## src/rtl/ohsm_sequencer_if.sv

```systemverilog
// Step interface between the sequencer, its run controller and the ohsm block.
interface ohsm_sequencer_if;
  logic       go;
  logic [3:0] ValorEstado;
  logic       start;
  logic       busy;
  logic       done;
  logic       error;
  logic [1:0] err_code;
  logic [3:0] step_cnt;
  logic [3:0] expected;

  // Sequencer side
  modport master (
    input  go, ValorEstado,
    output start, busy, done, error, err_code, step_cnt, expected
  );

  // Controller / ohsm side
  modport slave (
    output go, ValorEstado,
    input  start, busy, done, error, err_code, step_cnt, expected
  );
endinterface

```

## src/rtl/ohsm_sequencer.sv

```systemverilog
// ohsm_sequencer: pulses start to step the one-hot ohsm, checks every advance is the
// next left rotation within TIMEOUT cycles, and reports completion or a coded error.
module ohsm_sequencer #(
  parameter int unsigned STEPS   = 4,
  parameter int unsigned GAP     = 2,
  parameter int unsigned TIMEOUT = 8
) (
  input logic              clk,
  input logic              reset,
  ohsm_sequencer_if.master bus
);

  localparam logic [3:0] StepsW   = 4'(STEPS);
  localparam logic [3:0] GapW     = 4'(GAP);
  localparam logic [3:0] TimeoutW = 4'(TIMEOUT);

  localparam logic [1:0] ErrNone    = 2'b00;
  localparam logic [1:0] ErrOneHot  = 2'b01;
  localparam logic [1:0] ErrTrans   = 2'b10;
  localparam logic [1:0] ErrTimeout = 2'b11;

  typedef enum logic [2:0] {StIdle, StPulse, StWait, StGap, StDone, StErr} state_e;

  function automatic logic is_onehot(input logic [3:0] x);
    return (x != 4'b0000) && ((x & (x - 4'd1)) == 4'b0000);
  endfunction

  function automatic logic [3:0] rotl(input logic [3:0] x);
    return {x[2:0], x[3]};
  endfunction

  state_e     state_q, state_d;
  logic       go_q;
  logic [3:0] expected_q, expected_d;
  logic [3:0] prev_q, prev_d;
  logic [3:0] step_cnt_q, step_cnt_d;
  logic [3:0] timer_q, timer_d;
  logic [3:0] gap_q, gap_d;
  logic [1:0] err_code_q, err_code_d;
  logic       start_q, busy_q, done_q, error_q;
  logic       go_rise, ve_onehot;

  assign go_rise   = bus.go & ~go_q;
  assign ve_onehot = is_onehot(bus.ValorEstado);

  // Next-state and datapath updates for the run sequencing FSM
  always_comb begin
    state_d    = state_q;
    expected_d = expected_q;
    prev_d     = prev_q;
    step_cnt_d = step_cnt_q;
    timer_d    = timer_q;
    gap_d      = gap_q;
    err_code_d = err_code_q;
    unique case (state_q)
      StIdle: begin
        if (go_rise) begin
          if (ve_onehot) begin
            expected_d = rotl(bus.ValorEstado);
            prev_d     = bus.ValorEstado;
            step_cnt_d = 4'd0;
            err_code_d = ErrNone;
            state_d    = StPulse;
          end else begin
            err_code_d = ErrOneHot;
            state_d    = StErr;
          end
        end
      end
      StPulse: begin
        timer_d = 4'd1;
        state_d = StWait;
      end
      StWait: begin
        // Check order matters: a match on the final timer cycle still succeeds.
        if (!ve_onehot) begin
          err_code_d = ErrOneHot;
          state_d    = StErr;
        end else if (bus.ValorEstado == expected_q) begin
          step_cnt_d = step_cnt_q + 4'd1;
          prev_d     = expected_q;
          if (step_cnt_d == StepsW) begin
            state_d = StDone;
          end else if (GAP == 0) begin
            expected_d = rotl(expected_q);
            state_d    = StPulse;
          end else begin
            gap_d   = 4'd1;
            state_d = StGap;
          end
        end else if (bus.ValorEstado != prev_q) begin
          err_code_d = ErrTrans;
          state_d    = StErr;
        end else if (timer_q == TimeoutW) begin
          err_code_d = ErrTimeout;
          state_d    = StErr;
        end else begin
          timer_d = timer_q + 4'd1;
        end
      end
      StGap: begin
        // Any movement here happened without a start pulse.
        if (bus.ValorEstado != prev_q) begin
          err_code_d = ErrTrans;
          state_d    = StErr;
        end else if (gap_q == GapW) begin
          expected_d = rotl(expected_q);
          state_d    = StPulse;
        end else begin
          gap_d = gap_q + 4'd1;
        end
      end
      StDone: begin
        state_d = StIdle;
      end
      StErr: begin
        if (!bus.go) state_d = StIdle;
      end
      default: begin
        state_d = StIdle;
      end
    endcase
  end

  // State register; flags are registered from the next state so they align with it
  always_ff @(posedge clk) begin
    if (!reset) begin
      state_q    <= StIdle;
      go_q       <= 1'b0;
      expected_q <= 4'd0;
      prev_q     <= 4'd0;
      step_cnt_q <= 4'd0;
      timer_q    <= 4'd0;
      gap_q      <= 4'd0;
      err_code_q <= ErrNone;
      start_q    <= 1'b0;
      busy_q     <= 1'b0;
      done_q     <= 1'b0;
      error_q    <= 1'b0;
    end else begin
      state_q    <= state_d;
      go_q       <= bus.go;
      expected_q <= expected_d;
      prev_q     <= prev_d;
      step_cnt_q <= step_cnt_d;
      timer_q    <= timer_d;
      gap_q      <= gap_d;
      err_code_q <= err_code_d;
      start_q    <= (state_d == StPulse);
      busy_q     <= (state_d inside {StPulse, StWait, StGap});
      done_q     <= (state_d == StDone);
      error_q    <= (state_d == StErr);
    end
  end

  assign bus.start    = start_q;
  assign bus.busy     = busy_q;
  assign bus.done     = done_q;
  assign bus.error    = error_q;
  assign bus.err_code = err_code_q;
  assign bus.step_cnt = step_cnt_q;
  assign bus.expected = expected_q;

endmodule

```

## src/flat_wrapper.sv

```systemverilog
// flat-port wrapper written by rule: the top's interface ports become plain ports
module ohsm_sequencer_flat 
#(
  parameter int unsigned STEPS   = 4,
  parameter int unsigned GAP     = 2,
  parameter int unsigned TIMEOUT = 8
)
  (clk, reset, bus_go, bus_ValorEstado, bus_start, bus_busy, bus_done, bus_error, bus_err_code, bus_step_cnt, bus_expected);
  ohsm_sequencer_if bus_i ();
  input logic clk;
  input logic reset;
  input wire logic [$bits(bus_i.go)-1:0] bus_go;
  input wire logic [$bits(bus_i.ValorEstado)-1:0] bus_ValorEstado;
  output wire logic [$bits(bus_i.start)-1:0] bus_start;
  output wire logic [$bits(bus_i.busy)-1:0] bus_busy;
  output wire logic [$bits(bus_i.done)-1:0] bus_done;
  output wire logic [$bits(bus_i.error)-1:0] bus_error;
  output wire logic [$bits(bus_i.err_code)-1:0] bus_err_code;
  output wire logic [$bits(bus_i.step_cnt)-1:0] bus_step_cnt;
  output wire logic [$bits(bus_i.expected)-1:0] bus_expected;
  assign bus_i.go = bus_go;
  assign bus_i.ValorEstado = bus_ValorEstado;
  assign bus_start = bus_i.start;
  assign bus_busy = bus_i.busy;
  assign bus_done = bus_i.done;
  assign bus_error = bus_i.error;
  assign bus_err_code = bus_i.err_code;
  assign bus_step_cnt = bus_i.step_cnt;
  assign bus_expected = bus_i.expected;
  ohsm_sequencer #(.STEPS(STEPS), .GAP(GAP), .TIMEOUT(TIMEOUT)) u_core (.clk(clk), .reset(reset), .bus(bus_i));
endmodule
```

## config.mk

```make
export PLATFORM = sky130hd
export DESIGN_NAME = ohsm_sequencer_flat
export DESIGN_NICKNAME = d
export VERILOG_FILES = /design/src/rtl/ohsm_sequencer_if.sv /design/src/rtl/ohsm_sequencer.sv /design/src/flat_wrapper.sv
export SDC_FILE = /design/constraint.sdc
export NUM_CORES = 1
export LEC_CHECK = 0
export BUFFER_PORTS_ARGS = -buffer_cell sky130_fd_sc_hd__clkbuf_2
export CAP_MARGIN = 15
export CELL_PAD_IN_SITES_DETAIL_PLACEMENT = 1
export CELL_PAD_IN_SITES_GLOBAL_PLACEMENT = 2
export CORE_AREA = 2 2 68 82
export DETAILED_ROUTE_END_ITERATION = 16
export DIE_AREA = 0 0 70 84
export GPL_TIMING_DRIVEN = 0
export PLACE_DENSITY = 0.78
export SLEW_MARGIN = 20
export SYNTH_ARGS = -nofsm -noshare
export SYNTH_HDL_FRONTEND = slang
export SYNTH_SLANG_ARGS = --single-unit
```

## constraint.sdc

```tcl
create_clock -name clk -period 3.54 [get_ports clk]
set_input_delay 0.708 -clock clk [delete_from_list [all_inputs] [get_ports clk]]
set_output_delay 0.708 -clock clk [all_outputs]
set_load 0.03 [all_outputs]
```

# Yosys cells after proc, flatten, opt, wreduce, memory -nomap -nowiden
# Index checks and enable logic that the tools add are counted.
# Widths: inputs -> output; s select.
# word_totals
wordCells	107
input_bits	7
output_inout_bits	14
register_bits	30
# classes
n_mux	45
add_sub_neg	4
reduce_logical	15
n_bitwise	3
eq_ne	28
# op_table
operator	n
$mux 4	21
$pmux 4 s2	5
$mux 3	10
$reduce_and 5->1	4
$pmux 3 s5	1
$add 4x1->4 const B	3
$eq 3x2->1 const B	4
$mux 2	6
$ne 2x1->1 const B	6
$ne 2x2->1 const B	6
$eq 3x3->1 const B	3
$reduce_bool 2->1	4
$eq 3x1->1 const B	2
$pmux 2 s3	1
$reduce_and 6->1	1
$reduce_bool 3->1	2
$and 4x4->4	1
$eq 4x2->1 const B	1
$eq 4x3->1 const B	1
$eq 4x4->1	1
$eq 4x4->1 const B	1
$logic_not 4->1	1
$ne 4x4->1	1
$ne 4x4->1 const B	1
other kinds (8)	8

# Depth between registers and ports, before layout
# logic_depth
word_depth	9
ltp_mapped	9
depth_no_buf	8

# Worst setup path after synthesis
# Ideal clock, no wire load.
# synth_path
path_kind	input port to flip-flop
start	in bus_ValorEstado[0]
end	reg u_core.expected_q[0], in the netlist u_core.bus.expected[0]
setup_time_ns	0.134
stages	7
t_arrival_ns	2.682
slack_ns	0.724
path_cell_list	buf_4 xor2_1 or4_4 or4_4 a211oi_4 and3_1 a211oi_1
# synth_between
elab_chain_len	6
# synth_rtl
item	line_no	text
from (decl)	flat_wrapper.sv:13	input wire logic [$bits(bus_i.ValorEstado)-1:0] bus_ValorEstado;
$sub 4x1->4	ohsm_sequencer.sv:25	return (x != 4'b0000) && ((x & (x - 4'd1)) == 4'b0000);
$and 4x4->4	ohsm_sequencer.sv:25	
$logic_not 4->1	ohsm_sequencer.sv:25	
$logic_and 1x1->1	ohsm_sequencer.sv:25	
$ne 2x1->1 (no source line)	-	
$reduce_and 5->1 (no source line) (*)	-	
to (signal assigned)	ohsm_sequencer.sv:143	expected_q <= expected_d;
to (decl)	ohsm_sequencer.sv:34	logic [3:0] expected_q, expected_d;
# Mark *: on every way between the ends. The rest lies on a longest branch, timed or not.
# A chain may end at the register's enable or synchronous reset.

# Worst setup path in the final report
# layout_path
start	in bus_ValorEstado[0]
end	reg u_core.expected_q[3], in the netlist u_core.bus.expected[3]
# Same word-level chain as after synthesis.

==> flow_metrics.env <==
export IMPL_status="completed"
export IMPL_ir_drop_mv=0.229
export IMPL_critical_path_max_stage_delay_ps=560
export IMPL_mappedNetlistArea_um2=1680
export IMPL_syn2layout_area_growth_pct=15.2
export IMPL_cts_hold_buf=0
export IMPL_antenna_found_initial=0
export IMPL_grt_max_degree=11
export IMPL_critPathMostFrequentCell="or4_4"
export IMPL_max_freq_mhz=348
export IMPL_synth_area_per_cell_um2=8.35
export IMPL_drt_pass1_iterations=4
export IMPL_regArea_um2=601
export IMPL_wire_per_inst_um=15.9
export IMPL_p_per_area_nw_per_um2=492
export IMPL_die_area_um2=5880
export IMPL_cts_sinks=30
export IMPL_synth_ff_type="dfxtp_1"
export IMPL_drc=0
export IMPL_via_per_inst=5.34
export IMPL_critPathLaunchType="primary input"
export IMPL_drive_gt1_share_pct=16.9
export IMPL_ant_nets=0
export IMPL_fillCellCount=641
export IMPL_numCtsBuffers=5
export IMPL_port_buffers=16
export IMPL_synth_cells=201
export IMPL_post_dp_hpwl_mm=3.37
export IMPL_rsz0062_at_grt="no"
export IMPL_drv_cap=0
export IMPL_crit_buf_inv=1
export IMPL_setup_viol=0
export IMPL_final_cell_mix="30 x dfxtp_1, 20 x nand2_1, 19 x nor2_1"
export IMPL_final_cells=287
export IMPL_seq_area_frac_synth_pct=35.8
export IMPL_async_reset_ff_share_pct=0
export IMPL_hold_path_startpoint="u_core.bus.err_code[0]$_SDFFE_PN0P_"
export IMPL_cts_tree="built"
export IMPL_rows=29
export IMPL_antenna_cells=0
export IMPL_ys_ff_latch=30
export IMPL_cts_resized_gates=0
export IMPL_r2r_start="u_core.state_q[1]$_SDFF_PN0_"
export IMPL_cellLeakagePower_nw=0.741
export IMPL_htree_levels=2
export IMPL_crit_type="primary input to flip-flop"
export IMPL_clk_pin_slew_ps=70
export IMPL_cp_slowest_cell="or4_4"
export IMPL_ios=21
export IMPL_dp_cells=279
export IMPL_finalCriticalPeriod_ps=2870
export IMPL_finalHoldViolations=0
export IMPL_nets=236
export IMPL_grt_first_pass_wirelength_mm=7.71
export IMPL_core_um2=5150
export IMPL_ys_types=49
export IMPL_place_congestion=0.802
export IMPL_grt_use_total_pct=16.4
export IMPL_cp_end_kind="flip-flop"
export IMPL_crit_required_ps=3690
export IMPL_drv_slew=0
export IMPL_critPathLaunch="bus_ValorEstado[0]"
export IMPL_clock_path_buffers=2
export IMPL_hold_path_class="flip-flop to flip-flop"
export IMPL_syn_nets=213
export IMPL_die_y_um=84
export IMPL_post_cts_buffers=0
export IMPL_tns_ps=0
export IMPL_ys_warn_count=0
export IMPL_timing_critical_path_max_delay_family="simple AND/OR/NAND/NOR gates"
export IMPL_clk_latency_ps=280
export IMPL_crit_chain="buf_4 > xor2_1 > or4_4 > or4_4 > a211oi_4 > and3_1 > a211oi_1"
export IMPL_grt_pass1_vias=1565
export IMPL_cp_max_fo=9
export IMPL_fin_skew_ps=9.93
export IMPL_synth_edf_count=0
export IMPL_tightestPinTransition_ps=936
export IMPL_die_w_um=70
export IMPL_gr_total_overflow=0
export IMPL_drt_total_wl_mm=4.57
export IMPL_cts_root_buf="clkbuf_8"
export IMPL_relSlewSlack_pct=37.1
export IMPL_cp_arrival_ps=3020
export IMPL_drtIter0Drc=35
export IMPL_multi_input_area_um2=1000
export IMPL_final_common_cell="dfxtp_1"
export IMPL_final_period_utilization_pct=81.1
export IMPL_start_util_pct=32.6
export IMPL_vias=1532
-- registers in the layout, indices dropped and copies added, names as in the netlist --
register / flops
u_core.bus.err_code: 2
u_core.go_q: 1
u_core.bus.start: 1
u_core.bus.expected: 4
u_core.bus.error: 1
u_core.bus.busy: 1
u_core.bus.done: 1
u_core.state_q: 3
u_core.bus.step_cnt: 4
u_core.prev_q: 4
u_core.timer_q: 4
u_core.gap_q: 4
-- per-layer routing --
layer / track usage (%) / wire, um
met2: 29.4 / 2310
met3: 3.14 / 106
met5: 0 / 0
met1: 19.8 / 2100
met4: 4.55 / 51
-- worst reg2reg max path, delay by kind of cell, from the launching register on --
family | cells | cell delay (ps)
AOI/OAI and AO/OA | 2 | 790
and+or+nand+nor | 3 | 870
buffers and inverters | 3 | 750
DFF | 1 | 300
-- cells in the mapped netlist, types with 2 or more instances --
cell type	number	area (um^2)
a211oi_1	4	30.0
a21oi_1	15	75.1
a311oi_1	4	35.0
a31oi_1	5	31.3
and3_1	2	12.5
buf_2	2	10.0
clkbuf_1	7	26.3
dfxtp_1	30	601
ha_1	5	62.6
inv_1	6	22.5
mux2i_1	4	40.0
nand2_1	20	75.1
nand3_1	5	25.0
nand3b_1	3	22.5
nor2_1	19	71.3
nor2b_1	3	18.8
nor3_1	8	40.0
nor3b_1	2	15.0
nor4_1	3	18.8
o211ai_1	2	15.0
o21a_1	3	22.5
o21ai_0	11	55.1
o311a_1	2	20.0
or4_1	2	15.0
or4_4	2	22.5
xnor2_1	7	61.3
xor2_1	3	26.3
-- metrics by stage --
stage	hold WS [ps]	total power (W)	setup WS (ps)	area, um^2	util (%)
2_1_floorplan	478	0.000595	724	1680	-
3_3_place_gp	445	0.000671	207	1840	35.6
3_5_place_dp	454	0.000674	178	1840	35.6
4_1_cts	464	0.000965	474	1930	37.4
5_1_grt	512	0.00101	391	1930	37.5
6_report	460	0.000952	670	1930	37.5
-- power breakdown --
part / switching (W) / total (W) / internal (W)
sequential: 0.0000255 / 0.000394 / 0.000368
clock: 0.000131 / 0.000287 / 0.000157
combinational: 0.000183 / 0.000271 / 0.0000875
total: 0.000339 / 0.000952 / 0.000612
-- final timing paths --
| kind | to | slack (ps) | cells after the start |
|---|---|---|---|
| setup / recovery | u_core.bus.expected[3]$_SDFFE_PN0P_ | 670 | 7 |
| hold / removal | u_core.bus.err_code[0]$_SDFFE_PN0P_ | 460 | 2 |
| setup reg to reg | u_core.gap_q[2]$_SDFFE_PN0P_ | 690 | 8 |
| hold reg to reg | u_core.bus.err_code[0]$_SDFFE_PN0P_ | 460 | 2 |
-- kinds of logic (layout without fill, tap and decap cells) --
family	after synthesis	count (layout)	share of synthesized area, %
buf+inv	18	42	4.84
xor+xnor	11	11	6.19
simple gates	80	80	25.8
flops	30	30	35.8
mux	4	4	2.38
compound gates	53	53	21.3
fa+ha+maj	5	5	3.73
-- layout make-up --
cell class,count,area share (%)
sequential,30,31.0
buffer,11,2.85
clock buffer,7,4.46
multi-input combinational,153,51.9
inverter,7,1.36
timing repair buffer,16,4.14
clock inverter,1,0.259
tap,62,4.01
(Power assumes the default switching activity.)
